$ cat config.mk
export PLATFORM = sky130hd
export DESIGN_NAME = uart_baud_gen
export DESIGN_NICKNAME = d
export VERILOG_FILES = /design/src/rtl/uart_pkg.sv /design/src/rtl/uart_frac_acc.sv /design/src/rtl/uart_baud_gen.sv
export SDC_FILE = /design/constraint.sdc
export NUM_CORES = 1
export LEC_CHECK = 0
export BUFFER_PORTS_ARGS = -buffer_cell sky130_fd_sc_hd__buf_2
export CAP_MARGIN = 20
export CELL_PAD_IN_SITES_DETAIL_PLACEMENT = 0
export CELL_PAD_IN_SITES_GLOBAL_PLACEMENT = 1
export CORE_ASPECT_RATIO = 1.75
export CORE_MARGIN = 10
export CORE_UTILIZATION = 47
export CTS_CLUSTER_DIAMETER = 200
export CTS_CLUSTER_SIZE = 12
export DETAILED_ROUTE_END_ITERATION = 10
export GPL_TIMING_DRIVEN = 0
export PLACE_DENSITY = 0.8
export SYNTH_ARGS = -nofsm -noshare
export SYNTH_HDL_FRONTEND = slang
export SYNTH_HIERARCHICAL = 1
export SYNTH_SLANG_ARGS = --single-unit
$ cat constraint.sdc
create_clock -name clk -period 4.35 [get_ports clk]
set_input_delay 0.2175 -clock clk [delete_from_list [all_inputs] [get_ports clk]]
set_output_delay 0.2175 -clock clk [all_outputs]
set_load 0.02 [all_outputs]
$ cat src/rtl/uart_pkg.sv
// uart_pkg: shared types and elaboration helpers for the UART baud generator.
package uart_pkg;

  typedef enum logic {
    IDLE = 1'b0,
    RUN  = 1'b1
  } state_e;

  function automatic int clog2(input int value);
    int r;
    r = 0;
    for (int i = 0; i < 31; i++)
      if ((1 << i) < value) r = i + 1;
    return r;
  endfunction

  // Divisor in units of 1/2^frac_wd clock per oversample tick.
  function automatic longint div_rst(
    input longint clk_hz,
    input longint baud,
    input longint os,
    input int     frac_wd
  );
    return (clk_hz << frac_wd) / (baud * os);
  endfunction

endpackage

$ cat src/rtl/uart_frac_acc.sv
// uart_frac_acc: fractional divisor accumulator; carry stretches one period.
// Instantiated by uart_baud_gen only when UART_BAUD_FRAC_EN is defined.
module uart_frac_acc
  import uart_pkg::*;
#(
  parameter int FRAC_WD = 4
) (
  input  logic               clk,
  input  logic               rst_n,
  input  logic               clr,
  input  logic               adv,
  input  logic [FRAC_WD-1:0] frac,
  output logic               carry
);

  logic [FRAC_WD-1:0] acc_q, acc_d;
  logic [FRAC_WD:0]   sum;

  // Carry belongs to the period now running, so it looks one add ahead.
  assign sum   = {1'b0, acc_q} + {1'b0, frac};
  assign carry = sum[FRAC_WD];

  always_comb begin
    acc_d = acc_q;
    unique case (1'b1)
      clr:     acc_d = '0;
      adv:     acc_d = sum[FRAC_WD-1:0];
      default: ;
    endcase
  end

  always_ff @(posedge clk or negedge rst_n) begin
    if (!rst_n) acc_q <= '0;
    else        acc_q <= acc_d;
  end

endmodule

$ cat src/rtl/uart_baud_gen.sv
// uart_baud_gen: loadable-divisor baud tick generator (os/mid/bps ticks).
// Define UART_BAUD_FRAC_EN to enable the fractional divisor path.
module uart_baud_gen
  import uart_pkg::*;
#(
  parameter int CLK_FREQ   = 50_000_000,
  parameter int BAUD_RATE  = 9600,
  parameter int OVERSAMPLE = 16,
  parameter int DIV_WD     = 16,
  parameter int FRAC_WD    = 4
) (
  input  logic               clk,
  input  logic               rst_n,
  input  logic               uart_en,
  input  logic [DIV_WD-1:0]  div_int,
  input  logic [FRAC_WD-1:0] div_frac,
  input  logic               div_load,
  input  logic               phase_rst,
  output logic               os_tick,
  output logic               mid_tick,
  output logic               bps_tick,
  output logic               div_err
);

  localparam int CW     = DIV_WD + 1;
  localparam int SUB_WD = clog2(OVERSAMPLE);

  localparam longint RST_Q = div_rst(CLK_FREQ, BAUD_RATE,
                                     OVERSAMPLE, FRAC_WD);

  localparam logic [DIV_WD-1:0] RST_INT =
    DIV_WD'(RST_Q >> FRAC_WD);

  localparam logic [SUB_WD-1:0] SUB_LAST =
    SUB_WD'(OVERSAMPLE - 1);
  localparam logic [SUB_WD-1:0] SUB_MID  =
    SUB_WD'(OVERSAMPLE / 2 - 1);

  localparam logic [DIV_WD-1:0] DIV_MIN = DIV_WD'(2);

  state_e state_q, state_d;

  logic [CW-1:0]     os_cnt_q, os_cnt_d;
  logic [CW-1:0]     period;
  logic [SUB_WD-1:0] sub_cnt_q, sub_cnt_d;
  logic [DIV_WD-1:0] div_act_q, div_act_d;
  logic [DIV_WD-1:0] sh_int_q, sh_int_d;
  logic [DIV_WD-1:0] src_int;
  logic              pend_q, pend_d;
  logic              err_q, err_d;
  logic              os_q, os_d;
  logic              mid_q, mid_d;
  logic              bps_q, bps_d;
  logic              active, imm, wrap, apply, carry;

  assign active = (state_q == RUN) && uart_en;
  assign imm    = !active || phase_rst;
  assign period = {1'b0, div_act_q} + {{DIV_WD{1'b0}}, carry};
  assign wrap   = active && !phase_rst &&
                  (os_cnt_q == period - CW'(1));

  // Shadow divisor lands at a tick boundary, or at once when not counting.
  assign apply   = (div_load || pend_q) && (imm || wrap);
  assign src_int = div_load ? div_int : sh_int_q;

`ifdef UART_BAUD_FRAC_EN
  localparam logic [FRAC_WD-1:0] RST_FRAC = FRAC_WD'(RST_Q);

  logic [FRAC_WD-1:0] frac_act_q, frac_act_d;
  logic [FRAC_WD-1:0] sh_frac_q, sh_frac_d;

  uart_frac_acc #(
    .FRAC_WD(FRAC_WD)
  ) u_frac (
    .clk  (clk),
    .rst_n(rst_n),
    .clr  (imm),
    .adv  (wrap),
    .frac (frac_act_q),
    .carry(carry)
  );

  always_comb begin
    sh_frac_d  = div_load ? div_frac : sh_frac_q;
    frac_act_d = frac_act_q;
    if (apply) frac_act_d = div_load ? div_frac : sh_frac_q;
  end

  always_ff @(posedge clk or negedge rst_n) begin
    if (!rst_n) begin
      frac_act_q <= RST_FRAC;
      sh_frac_q  <= RST_FRAC;
    end else begin
      frac_act_q <= frac_act_d;
      sh_frac_q  <= sh_frac_d;
    end
  end
`else
  logic unused_frac;
  assign unused_frac = ^div_frac;
  assign carry       = 1'b0;
`endif

  always_comb begin
    state_d   = uart_en ? RUN : IDLE;
    sh_int_d  = div_load ? div_int : sh_int_q;
    pend_d    = (div_load || pend_q) && !apply;
    err_d     = err_q || (div_load && (div_int < DIV_MIN));
    div_act_d = div_act_q;
    if (apply)
      div_act_d = (src_int < DIV_MIN) ? DIV_MIN : src_int;
    os_cnt_d  = os_cnt_q + CW'(1);
    sub_cnt_d = sub_cnt_q;
    os_d      = wrap;
    mid_d     = 1'b0;
    bps_d     = 1'b0;
    unique case (1'b1)
      imm: begin
        os_cnt_d  = '0;
        sub_cnt_d = '0;
      end
      wrap: begin
        os_cnt_d  = '0;
        bps_d     = (sub_cnt_q == SUB_LAST);
        mid_d     = (sub_cnt_q == SUB_MID);
        sub_cnt_d = bps_d ? '0 : sub_cnt_q + SUB_WD'(1);
      end
      default: ;
    endcase
  end

  always_ff @(posedge clk or negedge rst_n) begin
    if (!rst_n) begin
      state_q   <= IDLE;
      os_cnt_q  <= '0;
      sub_cnt_q <= '0;
      div_act_q <= RST_INT;
      sh_int_q  <= RST_INT;
      pend_q    <= 1'b0;
      err_q     <= 1'b0;
      os_q      <= 1'b0;
      mid_q     <= 1'b0;
      bps_q     <= 1'b0;
    end else begin
      state_q   <= state_d;
      os_cnt_q  <= os_cnt_d;
      sub_cnt_q <= sub_cnt_d;
      div_act_q <= div_act_d;
      sh_int_q  <= sh_int_d;
      pend_q    <= pend_d;
      err_q     <= err_d;
      os_q      <= os_d;
      mid_q     <= mid_d;
      bps_q     <= bps_d;
    end
  end

  assign os_tick  = os_q;
  assign mid_tick = mid_q;
  assign bps_tick = bps_q;
  assign div_err  = err_q;

endmodule

Yosys cells after proc, flatten, opt, wreduce, memory -nomap -nowiden
Index checks and enable logic that the tools add are counted.
{"block": "totals", "input_bits": 25, "ff_bits": 59, "word_cells": 41}
{"block": "classes", "addsub": 3, "reduce_logical": 15, "order_cmp": 2, "mux": 8, "eq_ne": 3}
{"operator": "$lt 16x2->1 const B", "count": 2}
{"operator": "$mux 16", "count": 2}
{"operator": "$add 17x1->17 const B", "count": 1}
{"operator": "$eq 17x17->1", "count": 1}
{"operator": "$mux 17", "count": 1}
{"operator": "$sub 16x1->17 const B", "count": 1}
{"operator": "$pmux 4 s2", "count": 1}
{"operator": "$logic_and 1x1->1", "count": 6}
{"operator": "$add 4x1->4 const B", "count": 1}
{"operator": "$eq 4x3->1 const B", "count": 1}
{"operator": "$eq 4x4->1 const B", "count": 1}
{"operator": "$logic_or 1x1->1", "count": 4}
{"operator": "$mux 4", "count": 1}
{"operator": "$logic_not 1->1", "count": 3}
{"operator": "$mux 1", "count": 3}
{"operator": "$reduce_bool 2->1", "count": 1}
{"operator": "$reduce_or 2->1", "count": 1}

Depth between registers and ports, before layout
Gate-level depths: netlist of run 1.
{"block": "depth", "word_depth": 7, "mapped_depth": 11, "depth_no_buf": 9}

Worst setup path after synthesis of run 1
No wires, ideal clock.
{"block": "synth_path", "path_type": "register to register", "from": "reg div_act_q[4]", "to": "reg div_act_q[10]", "slack_ns": 1.060, "arrival_time_ns": 3.165, "stages_incl_launch_ff": 12, "cell_sequence": "dfrtp_1 > buf_2 > or4_1 > clkbuf_1 > nor4_2 > xor2_1 > a211o_1 > a2111oi_4 > o22a_1 > buf_6 > buf_12 > mux2_4"}
{"block": "synth_between", "elab_chain_len": 5}
{"item": "start, declared", "line": "uart_baud_gen.sv:46", "text": "logic [DIV_WD-1:0] div_act_q, div_act_d;"}
{"item": "start signal, assigned", "line": "uart_baud_gen.sv:148", "text": "div_act_q <= div_act_d;"}
{"item": "$sub 16x1->17", "line": "uart_baud_gen.sv:60", "text": "(os_cnt_q == period - CW'(1));"}
{"item": "$eq 17x17->1", "line": "uart_baud_gen.sv:60"}
{"item": "$logic_and 1x1->1", "line": "uart_baud_gen.sv:59", "text": "assign wrap = active && !phase_rst &&"}
{"item": "$logic_or 1x1->1", "line": "uart_baud_gen.sv:63", "text": "assign apply = (div_load || pend_q) && (imm || wrap);"}
{"item": "$logic_and 1x1->1", "line": "uart_baud_gen.sv:63"}
No other way between the ends.
A chain may end at the register's enable or synchronous reset.

Worst setup path after layout of run 1
{"block": "layout_path", "from": "reg div_act_q[4]", "to": "reg div_act_q[11]"}
Same word-level chain as after synthesis.

==> impl_results.md, run 1 <==
- Top Ports: 29
- Endpoints failing setup: 0
- Area contributors post-synth: dfrtp_1, mux2_2, dfstp_2
- Global-route wire length before repair: 11.16 mm
- Peak fanout along the critical path: 10
- Worst Skew: 0.004363 ns
- Synth unique cells: 56
- Synth Area in XOR/XNOR: 9.282%
- Most frequent cell after synthesis: dfrtp_1
- Post-Syn Nets: 323
- Post-Syn Area per Cell: 10.87 µm²
- Hold_buf cts: 2
- Synthesized flop and latch total: 59
- Final net count: 361
- FFs w/ async S/R, synth: 100.0%
- Final Instance Area: 3760 µm²
- Vias in the first global route: 2294
- Mux contribution to synthesized area: 13.57%
- Starting density of the core: 48.70%
- Synth Area in Adders: 1.170%
- Actual slew at the worst max-slew pin: 0.6439 ns
- Pwr per Cell Area: 418.2 nW/µm²
- Part of the power in registers: 41.0%
- FP Rows: 39
- Worst Setup Start Kind: register
- Share of layout cells above drive strength 1: 27.22%
- Antenna Cells: 0
- Logic pwr share: 15.1%
- Final estimated routing congestion in global placement: 0.8606
- Slew HR: 56.79%
- # H-tree levels: 3
- Max Clock Freq: 273.6 MHz
- Sw frac: 24.89%
- Leakage: 0.001560 µW
- Synth warn: 6
- Largest net degree at the start of global routing: 34
- Top cells by count, synth: dfrtp_1, nor2_1, mux2_2
- Tcrit/Tclk final: 84.02%
- Crit. End Element: register
- First-pass DRT Iterations: 4
- Psw: 391.3 µW
- Die footprint: 10660 µm²
- Clock latency on the worst-skew pair: 0.33 ns
- Vias: 2280
- Global route overflow: 0
- Dpl hpwl: 5.292 mm
- Mapped Cells: 295
- CTS root buf: clkbuf_16
- First DRT Iteration DRCs: 76
- Int Power: 1181 µW
- Seq/Total Area, Yosys: 46.33%
- Initial antenna violation count: 0
- Via density per instance: 5.429
- Final Core Density: 57.07%
- Worst min path class: primary input to register
- Drc violations: 0
- Worst Setup SP: div_act_q[4]
- Final WS setup: 0.6953 ns
- GRT Overall Usage: 13.80%
- TritonCTS clock tree: built
- Clock Sinks: 59
- Simple-gate portion of the synthesized area: 18.60%
- Maximum VDD drop: 0.2496 mV
- CP required: 4.56 ns
- Setup Buffers After CTS: 0
- CTS resizes: 0
- Core area: 6588 µm²
- Outcome: finished clean
- Final Max Slew Viols: 0
- Vert. Die Dim: 129.3 µm
- Synth Flop Type: dfrtp_1
- RSZ-0062 raised after global routing: no
- Total negative setup slack: 0 ns
- Dpl cell area: 3451 µm²
- Launch point of the worst hold path: div_int[0]
- Post-synth EDFFs: 0
- Clock power frac: 43.9%
- Drt wl/cell: 16.28 µm
- Kind of critical path: register to register
- Endpoints failing hold: 0
- Clock tree buffer depth: 2
- Largest family of logic cells by synthesized area: simple AND/OR/NAND/NOR gates
- # Max-Cap Violations: 0
- Worst r2r src: div_act_q[4]
- Synth Cell Area: 3208 µm²
- Compound-Gate Fraction of Synth Area: 7.020%
- Post-synth top area share: 39.78%
- Num CTS Buffers: 9
- Clk slew on worst S/H paths: 0.05 ns
- X dimension of the die: 82.46 µm
- Synth area leader: dfrtp_1
- ANT nets after route: 0
- Setup WS pre-CTS: 0.7039 ns
- Number of port buffers: 24
- Final wirelength: 6.836 mm
- Post-layout min period: 3.655 ns
- Synthesis-to-finish area growth: 17.20%
- Hold_ws: 0.1536 ns
- Worst EP arrival: 3.86 ns
[layout make-up]
class	count	area, µm²
Multi-Input combinational cell	213	1593
Clock inverter	2	35.03
Tap cell	82	102.6
Clock buffer	14	254.0
Inverter	6	22.52
Sequential cell	59	1486
Fill cell	589	2828
Buffer	17	106.4
Timing Repair Buffer	27	160.2
[critical path, stage by stage, from the launching register on]
cell	delay, ns
dfrtp_1	0.35
buf_2	0.17
or4_1	0.52
clkbuf_1	0.19
nor4_2	0.37
xor2_1	0.11
a211o_1	0.35
a2111oi_4	0.64
o22a_1	0.22
buf_6	0.15
buf_12	0.15
mux2_4	0.31
[registers in the layout (all words and copies together) (netlist names)]
| signal | cells |
|---|---|
| os_tick | 1 |
| pend_q | 1 |
| div_act_q | 16 |
| sub_cnt_q | 4 |
| state_q | 1 |
| div_err | 1 |
| sh_int_q | 16 |
| mid_tick | 1 |
| bps_tick | 1 |
| os_cnt_q | 17 |
[kinds of logic after synthesis]
group	Yosys count
xor gates and xnor gates	34
buffers and inverters	23
DFF	59
adders and majority gates	3
AOI/OAI and AO/OA	27
muxes	36
and+or+nand+nor	113
[final timing paths]
kind	to	slack [ns]	cells after the start
worst max register to register	div_act_q[11]	0.70	11
max in group asynchronous	sh_int_q[8]	3.25	3
worst min-delay path	sh_int_q[0]	0.15	2
worst max-delay path	div_act_q[11]	0.70	11
worst min register to register	div_err	0.46	1
min in group asynchronous	os_cnt_q[2]	0.44	2
[stage by stage]
stage / total power, µW / cells
after floorplan: 818.8 / 295
after global placement: 883.2 / 401
after detailed placement: 890.8 / 402
after CTS: 1586 / 420
after global routing: 1637 / 420
final: 1572 / 420
[power groups by stage]
stage | Sequential (µW) | Clock (µW) | Combinational [µW]
after floorplan | 638 | 0 | 181
after global placement | 651 | 0 | 232
after detailed placement | 652 | 0 | 239
after CTS | 644 | 701 | 242
after global routing | 650 | 724 | 263
final | 645 | 690 | 238
[metal layers]
| layer | vias up | wire length (µm) | GRT usage (%) |
|---|---|---|---|
| met5 | - | 0 | 0 |
| met4 | 0 | 127 | 6.640 |
| met3 | 8 | 308 | 3.601 |
| met2 | 34 | 3749 | 24.60 |
| met1 | 1105 | 2651 | 14.29 |
| li1 | 1133 | - | - |
[cells in the final DEF (no fill, tap or decap), types with 6 or more instances in the layout]
cell	Yosys	layout
nand3_1	9	9
nor4_1	9	9
nand2_1	10	10
nor2_1	41	41
clkbuf_16	0	9
dfrtp_1	51	51
mux2_2	24	24
nand4_1	9	9
dfstp_2	8	8
nor3_1	8	8
xor2_1	16	16
buf_2	3	27
xnor2_1	18	18
clkbuf_1	8	12
mux2_4	9	9
inv_1	6	6
(Power assumes the default switching activity.)
==> run 2: changes to the inputs <==
--- a/config.mk
+++ b/config.mk
@@ -5,18 +5,19 @@
 export SDC_FILE = /design/constraint.sdc
 export NUM_CORES = 1
 export LEC_CHECK = 0
+export ABC_AREA = 1
 export BUFFER_PORTS_ARGS = -buffer_cell sky130_fd_sc_hd__buf_2
 export CAP_MARGIN = 20
 export CELL_PAD_IN_SITES_DETAIL_PLACEMENT = 0
 export CELL_PAD_IN_SITES_GLOBAL_PLACEMENT = 1
 export CORE_ASPECT_RATIO = 1.75
 export CORE_MARGIN = 10
-export CORE_UTILIZATION = 47
+export CORE_UTILIZATION = 39
 export CTS_CLUSTER_DIAMETER = 200
 export CTS_CLUSTER_SIZE = 12
 export DETAILED_ROUTE_END_ITERATION = 10
 export GPL_TIMING_DRIVEN = 0
-export PLACE_DENSITY = 0.8
+export PLACE_DENSITY = 0.76
 export SYNTH_ARGS = -nofsm -noshare
 export SYNTH_HDL_FRONTEND = slang
 export SYNTH_HIERARCHICAL = 1
==> constraint.sdc (replaced) <==
create_clock -name clk -period 3.22 [get_ports clk]
set_input_delay 0.161 -clock clk [delete_from_list [all_inputs] [get_ports clk]]
set_output_delay 0.161 -clock clk [all_outputs]
set_load 0.02 [all_outputs]
==> run 2 against run 1 <==
  * Clock power up 34%
  * Cell count up 48%
  * Register-to-register slack better by 0.04 ns
  * Sequential share of layout area down 2.1 points
  * Sequential cell count unchanged
  * Area after synthesis up 5.3%
  * Clock skew about the same
  * Non-clock buffer count down 10
  * Power up 32%
  * Largest cell class unchanged
==> impl_results.md, run 2 <==
- Starting density of the core: 40.39%
- Clock latency on the worst-skew pair: 0.32 ns
- Endpoints failing hold: 0
- Synth unique cells: 33
- TritonCTS clock tree: built
- Post-Syn Nets: 492
- Synthesized flop and latch total: 59
- Max reg flops: 17
- Global route overflow: 0
- Via density per instance: 4.668
- Kind of critical path: register to register
- Top cells by count, synth: nand2_1, inv_1, nor2_1
- Worst EP arrival: 2.70 ns
- Post-layout min period: 2.488 ns
- X dimension of the die: 90.37 µm
- Worst Setup Start Kind: register
- CP required: 3.43 ns
- Max Clock Freq: 402.0 MHz
- Outcome: finished clean
- Synth area leader: dfrtp_1
- Clk slew on worst S/H paths: 0.05 ns
- Maximum VDD drop: 0.3761 mV
- Actual slew at the worst max-slew pin: 0.5683 ns
- Filler cells: 859
- Commonest non-fill, non-tap cell in the layout: nand2_1
- Worst r2r dst: div_act_q[10]
- Power Total: 2078 µW
- Area contributors post-synth: dfrtp_1, nand2_1, inv_1
- Synthesis-to-finish area growth: 17.40%
- Largest Register: os_cnt_q
- CTS root buf: clkbuf_16
- First DRT Iteration DRCs: 151
- Hold Path End: sh_int_q[6]
- Synth Cell Area: 3379 µm²
- Final estimated routing congestion in global placement: 0.8678
- Share of layout cells above drive strength 1: 16.01%
- FF-to-FF setup slack: 0.73 ns
- Dpl hpwl: 6.516 mm
- ANT nets after route: 0
- Commonest cells after routing, fill and taps aside: nand2_1, inv_1, nor2_1, dfrtp_1, nand3_1
- Clock Sinks: 59
- Synth Flop Type: dfrtp_1
- Top Ports: 29
- Vias: 2899
- Largest net degree at the start of global routing: 37
- Synth warn: 6
- R2R cell count: 19
- Number of port buffers: 23
- Biggest regs: os_cnt_q x17, div_act_q x16, sh_int_q x16
- Leakage: 0.001944 µW
- GRT Overall Usage: 13.62%
- Global-route wire length before repair: 14.24 mm
- Peak fanout along the critical path: 10
- Seq/Total Area, Yosys: 43.98%
- Slew HR: 62.11%
- Die footprint: 12930 µm²
- Post-synth EDFFs: 0
- Final wirelength: 8.187 mm
- FFs w/ async S/R, synth: 100.0%
- First-pass DRT Iterations: 4
- # H-tree levels: 3
- Worst Skew: 0.004437 ns
- Most frequent cell after synthesis: nand2_1
- Drt wl/cell: 13.18 µm
- Hold path depth: 3
- Antenna Cells: 0
- Mapped Cells: 464
- FP Rows: 44
- Clock tree buffer depth: 2
- Num CTS Buffers: 9
- Endpoints failing setup: 0
- Pwr per Cell Area: 523.7 nW/µm²
- Worst min path class: primary input to register
- Worst r2r src: div_act_q[0]
- Drc violations: 0
- Launch point of the worst hold path: div_int[6]
- Post-Syn Area per Cell: 7.283 µm²
- Crit. End Element: register
- Total negative setup slack: 0 ns
- Vert. Die Dim: 143.1 µm
- Core area: 8368 µm²
- Final Max Slew Viols: 0
- Tcrit/Tclk final: 77.25%
- Final net count: 529
- # Max-Cap Violations: 0
- Vias in the first global route: 3011
- Initial antenna violation count: 0
- RSZ-0062 raised after global routing: no
- Post-synth top area share: 37.76%
## run 2: cell count changes in the layout (fill, tap and decap cells not counted), moves of 8 or more
cell and delta:
or2_2 +12, nand3_1 +33, nand2_1 +127, o21ai_0 +16, nor2_1 +12, xnor2_1 -12, mux2_2 -24, nor3_1 +13
xor2_1 -11, nand4_1 -8, inv_1 +56, mux2_4 -9
## run 2: how the worst max path moves through the flow
stage | start | endpoint | slack, ns | depth (start not counted)
final | div_act_q[0] | div_act_q[10] | 0.73 | 19
after global routing | div_act_q[0] | os_cnt_q[14] | 0.39 | 17
after CTS | div_act_q[0] | pend_q | 0.62 | 17
after detailed placement | div_act_q[0] | os_cnt_q[12] | 0.63 | 17
after global placement | div_act_q[0] | os_cnt_q[13] | 0.65 | 17
after floorplan | div_act_q[0] | div_act_q[9] | 1.11 | 19
## run 2: what timing repair did
| item | in CTS | in global routing |
|---|---|---|
| hold buffers | 2 | 0 |
| buffers inserted | 0 | 0 |
| gates resized for setup | 0 | 0 |
| hold endpoints to repair | 18 | 0 |
## run 2: cell type report
cell class / instances / area [µm²] / share of cell area [%]
Inverter: 66 / 247.7 / 6.244
Sequential cell: 59 / 1486 / 37.46
Clock inverter: 2 / 35.03 / 0.8830
Timing Repair Buffer: 26 / 155.1 / 3.910
Buffer: 8 / 48.80 / 1.230
Clock buffer: 14 / 254.0 / 6.402
Tap cell: 115 / 143.9 / 3.627
Multi-Input combinational cell: 331 / 1597 / 40.24
## run 2: cell families after synthesis
logic type	synth area share [%]
simple gates	39.28
compound gates	3.702
xor+xnor	2.851
fa+ha+maj	1.111
flops	43.98
buf+inv	8.774
mux	0.2962
## run 2: power by group
group	switching, µW	internal, µW
sequential	47.5	800
clock	308	619
combinational	192	111
## run 2: worst max-delay path: stages (launching register included)
cell,delay (ns)
dfstp_2,0.54
inv_1,0.07
ha_1,0.27
inv_1,0.09
nand2_1,0.05
nand3_1,0.07
nand2_1,0.05
nor2_1,0.11
nand2_1,0.06
inv_1,0.05
nand2_1,0.05
nor2_1,0.12
nand2_1,0.10
nor2_4,0.15
nand2_4,0.09
nand2_4,0.14
nand2_4,0.10
buf_6,0.16
nand2_1,0.06
nand2_1,0.05
## run 2: stage by stage
| step | cells | worst slack (ns) | utilization, % | cell area, µm² | hold slack, ns |
|---|---|---|---|---|---|
| 6_report | 621 | 0.7324 | 47.41 | 3968 | 0.1094 |
| 2_1_floorplan | 464 | 1.110 | - | 3379 | -0.1346 |
| 5_1_grt | 621 | 0.3920 | 47.41 | 3968 | 0.1289 |
| 3_3_place_gp | 602 | 0.6461 | 43.48 | 3638 | 0.2845 |
| 4_1_cts | 621 | 0.6237 | 47.41 | 3968 | 0.09767 |
| 3_5_place_dp | 603 | 0.6313 | 43.72 | 3659 | 0.1826 |
## run 2: layer usage
metal	global-route usage (%)	wire, µm	up-vias
li1	-	-	1532
met1	14.72	3462	1303
met2	24.62	4242	44
met3	2.677	181	20
met4	7.071	301	0
met5	0	0	-
==> run 3: changes to the inputs <==
==> constraint.sdc (replaced) <==
create_clock -name clk -period 2.14 [get_ports clk]
set_input_delay 0.107 -clock clk [delete_from_list [all_inputs] [get_ports clk]]
set_output_delay 0.107 -clock clk [all_outputs]
set_load 0.02 [all_outputs]
==> run 3 against run 2 <==
  * The flow now finishes with violations (setup timing)
  * Clock skew grew 0.00086 ns
  * Critical endpoint unchanged
  * Combinational power grew 67%
  * Worst setup slack lost 0.82 ns
  * First-iteration DRC count shrank 21%
  * Power grew 53%
  * Hold slack lost 0.055 ns
  * Largest cell class unchanged
  * Fmax grew 12%
==> impl_results.md, run 3 (synthesized netlist as in run 2, its figures left out) <==
- First DRT Iteration DRCs: 120
- Dpl hpwl: 6.516 mm
- Outcome: complete, but fails checks
- CTS root buf: clkbuf_16
- Final Max Slew Viols: 0
- Endpoints failing hold: 0
- Wl on met1: 3.458 mm
- GRT Overall Usage: 14.03%
- Final estimated routing congestion in global placement: 0.8678
- Failing checks: setup timing
- Commonest cells after routing, fill and taps aside: nand2_1, inv_1, dfrtp_1, nor2_1, nand3_1
- Initial antenna violation count: 0
- Register area: 1486 µm²
- X dimension of the die: 90.37 µm
- Commonest non-fill, non-tap cell in the layout: nand2_1
- Logic pwr share: 15.9%
- RSZ-0062 raised after global routing: yes
- Number of port buffers: 23
- Biggest regs: os_cnt_q x17, div_act_q x16, sh_int_q x16
- Peak fanout along the critical path: 7
- Clock power frac: 43.9%
- FP Rows: 44
- Final wirelength: 8.424 mm
- Power Total: 3184 µW
- Worst Skew: 0.005296 ns
- Drt wl/cell: 13.31 µm
- Max Used Layer: met4
- Worst Setup Start Kind: register
- Final WS setup: -0.08887 ns
- Share of layout cells above drive strength 1: 21.81%
- Largest Register: os_cnt_q
- Clk slew on worst S/H paths: 0.05 ns
- Clock latency on the worst-skew pair: 0.32 ns
- Pwr per Cell Area: 764.9 nW/µm²
- Maximum VDD drop: 0.5875 mV
- Vias in the first global route: 3077
- Multi-input gate area: 1693 µm²
- TritonCTS clock tree: built
- Worst EP arrival: 2.44 ns
- Max Clock Freq: 448.7 MHz
- DR WL met2: 4.494 mm
- WL met3: 194 µm
- Max reg flops: 17
- Synthesis-to-finish area growth: 23.18%
- ANT nets after route: 0
- Total negative setup slack: -1.346 ns
- Int Power: 2334 µW
- Kind of critical path: register to register
- Endpoints failing setup: 34
- Die footprint: 12930 µm²
- Via density per instance: 4.692
- Post-layout min period: 2.229 ns
- Vert. Die Dim: 143.1 µm
- Starting density of the core: 40.39%
- # Max-Cap Violations: 0
- Num CTS Buffers: 9
- Sw frac: 26.70%
- Crit. End Element: register
- Leakage: 0.002028 µW
- Drc violations: 0
- First-pass DRT Iterations: 4
- CP required: 2.35 ns
- Clock tree buffer depth: 2
- Global route overflow: 0
- Final net count: 541
- Vias: 2970
- Worst min path class: primary input to register
- Largest net degree at the start of global routing: 37
- Clock Sinks: 59
- Tcrit/Tclk final: 104.2%
- Actual slew at the worst max-slew pin: 0.7393 ns
- Psw: 850.3 µW
- Top Ports: 29
- Part of the power in registers: 40.2%
- Antenna Cells: 0
- # H-tree levels: 3
- Filler cells: 850
- Slew HR: 50.53%
- Core area: 8368 µm²
- Global-route wire length before repair: 14.68 mm
[run 3: final timing paths]
check                      slack, ns       endpoint         start  depth (start not counted)
max                            -0.09  div_act_q[10]  div_act_q[1]                         15
min                             0.05    sh_int_q[6]    div_int[6]                          3
max reg2reg                    -0.09  div_act_q[10]  div_act_q[1]                         15
min reg2reg                     0.46        div_err       div_err                          1
max in group asynchronous       1.18    sh_int_q[8]         rst_n                          3
min in group asynchronous       0.31    sh_int_q[1]         rst_n                          2
[run 3: final cells by class]
class / instances / area share, %
Buffer: 8 / 1.232
Clock buffer: 14 / 6.102
Clock inverter: 2 / 0.8416
Inverter: 66 / 6.011
Multi-Input combinational cell: 331 / 40.67
Sequential cell: 59 / 35.71
Tap cell: 115 / 3.457
Timing Repair Buffer: 38 / 5.981
[run 3: power by group through the flow]
stage	Combinational [µW]	Sequential [µW]	Clock, µW
final	507	1280	1400
after global routing	591	1290	1470
after CTS	507	1280	1430
after detailed placement	459	1290	0
after global placement	446	1290	0
after floorplan	336	1270	0
[run 3: worst max-delay path: stages, from the launching register on]
cell and delay, ns:
dfrtp_1 0.39, inv_1 0.14, ha_4 0.18, nand2_4 0.10, nor2_2 0.16, nand2_1 0.07
nand2_1 0.05, nand2_1 0.08, xor2_1 0.16, nor2_2 0.23, nand2_4 0.11, nand2_8 0.11
nand2_8 0.08, buf_6 0.16, nand2_2 0.05, nand2_1 0.04
[run 3: repair_timing]
item,in CTS,in global routing
endpoints found under the setup margin,41,41
resized for setup,23,10
pin swaps,8,6
cloned,1,0
hold buffers,2,0
setup buffers,9,2
hold endpoints to repair,18,0
[run 3: metal layers]
metal / track usage [%] / vias to the layer above
met1: 15.10 / 1355
met4: 6.650 / 0
met3: 2.677 / 18
met5: 0 / -
li1: - / 1553
met2: 25.77 / 44
[run 3: metrics by stage]
step                      cells  hold slack (ns)  setup WS (ns)  util [%]  cell area, µm²
final                       633          0.05425       -0.08887     49.75            4163
after global routing        633          0.07493        -0.2986     49.75            4163
after CTS                   631          0.04367        -0.1830     49.24            4120
after detailed placement    603           0.1286        -0.4487     43.72            3659
after global placement      602           0.2305        -0.4339     43.48            3638
after floorplan             464          -0.1886        0.02959         -            3379
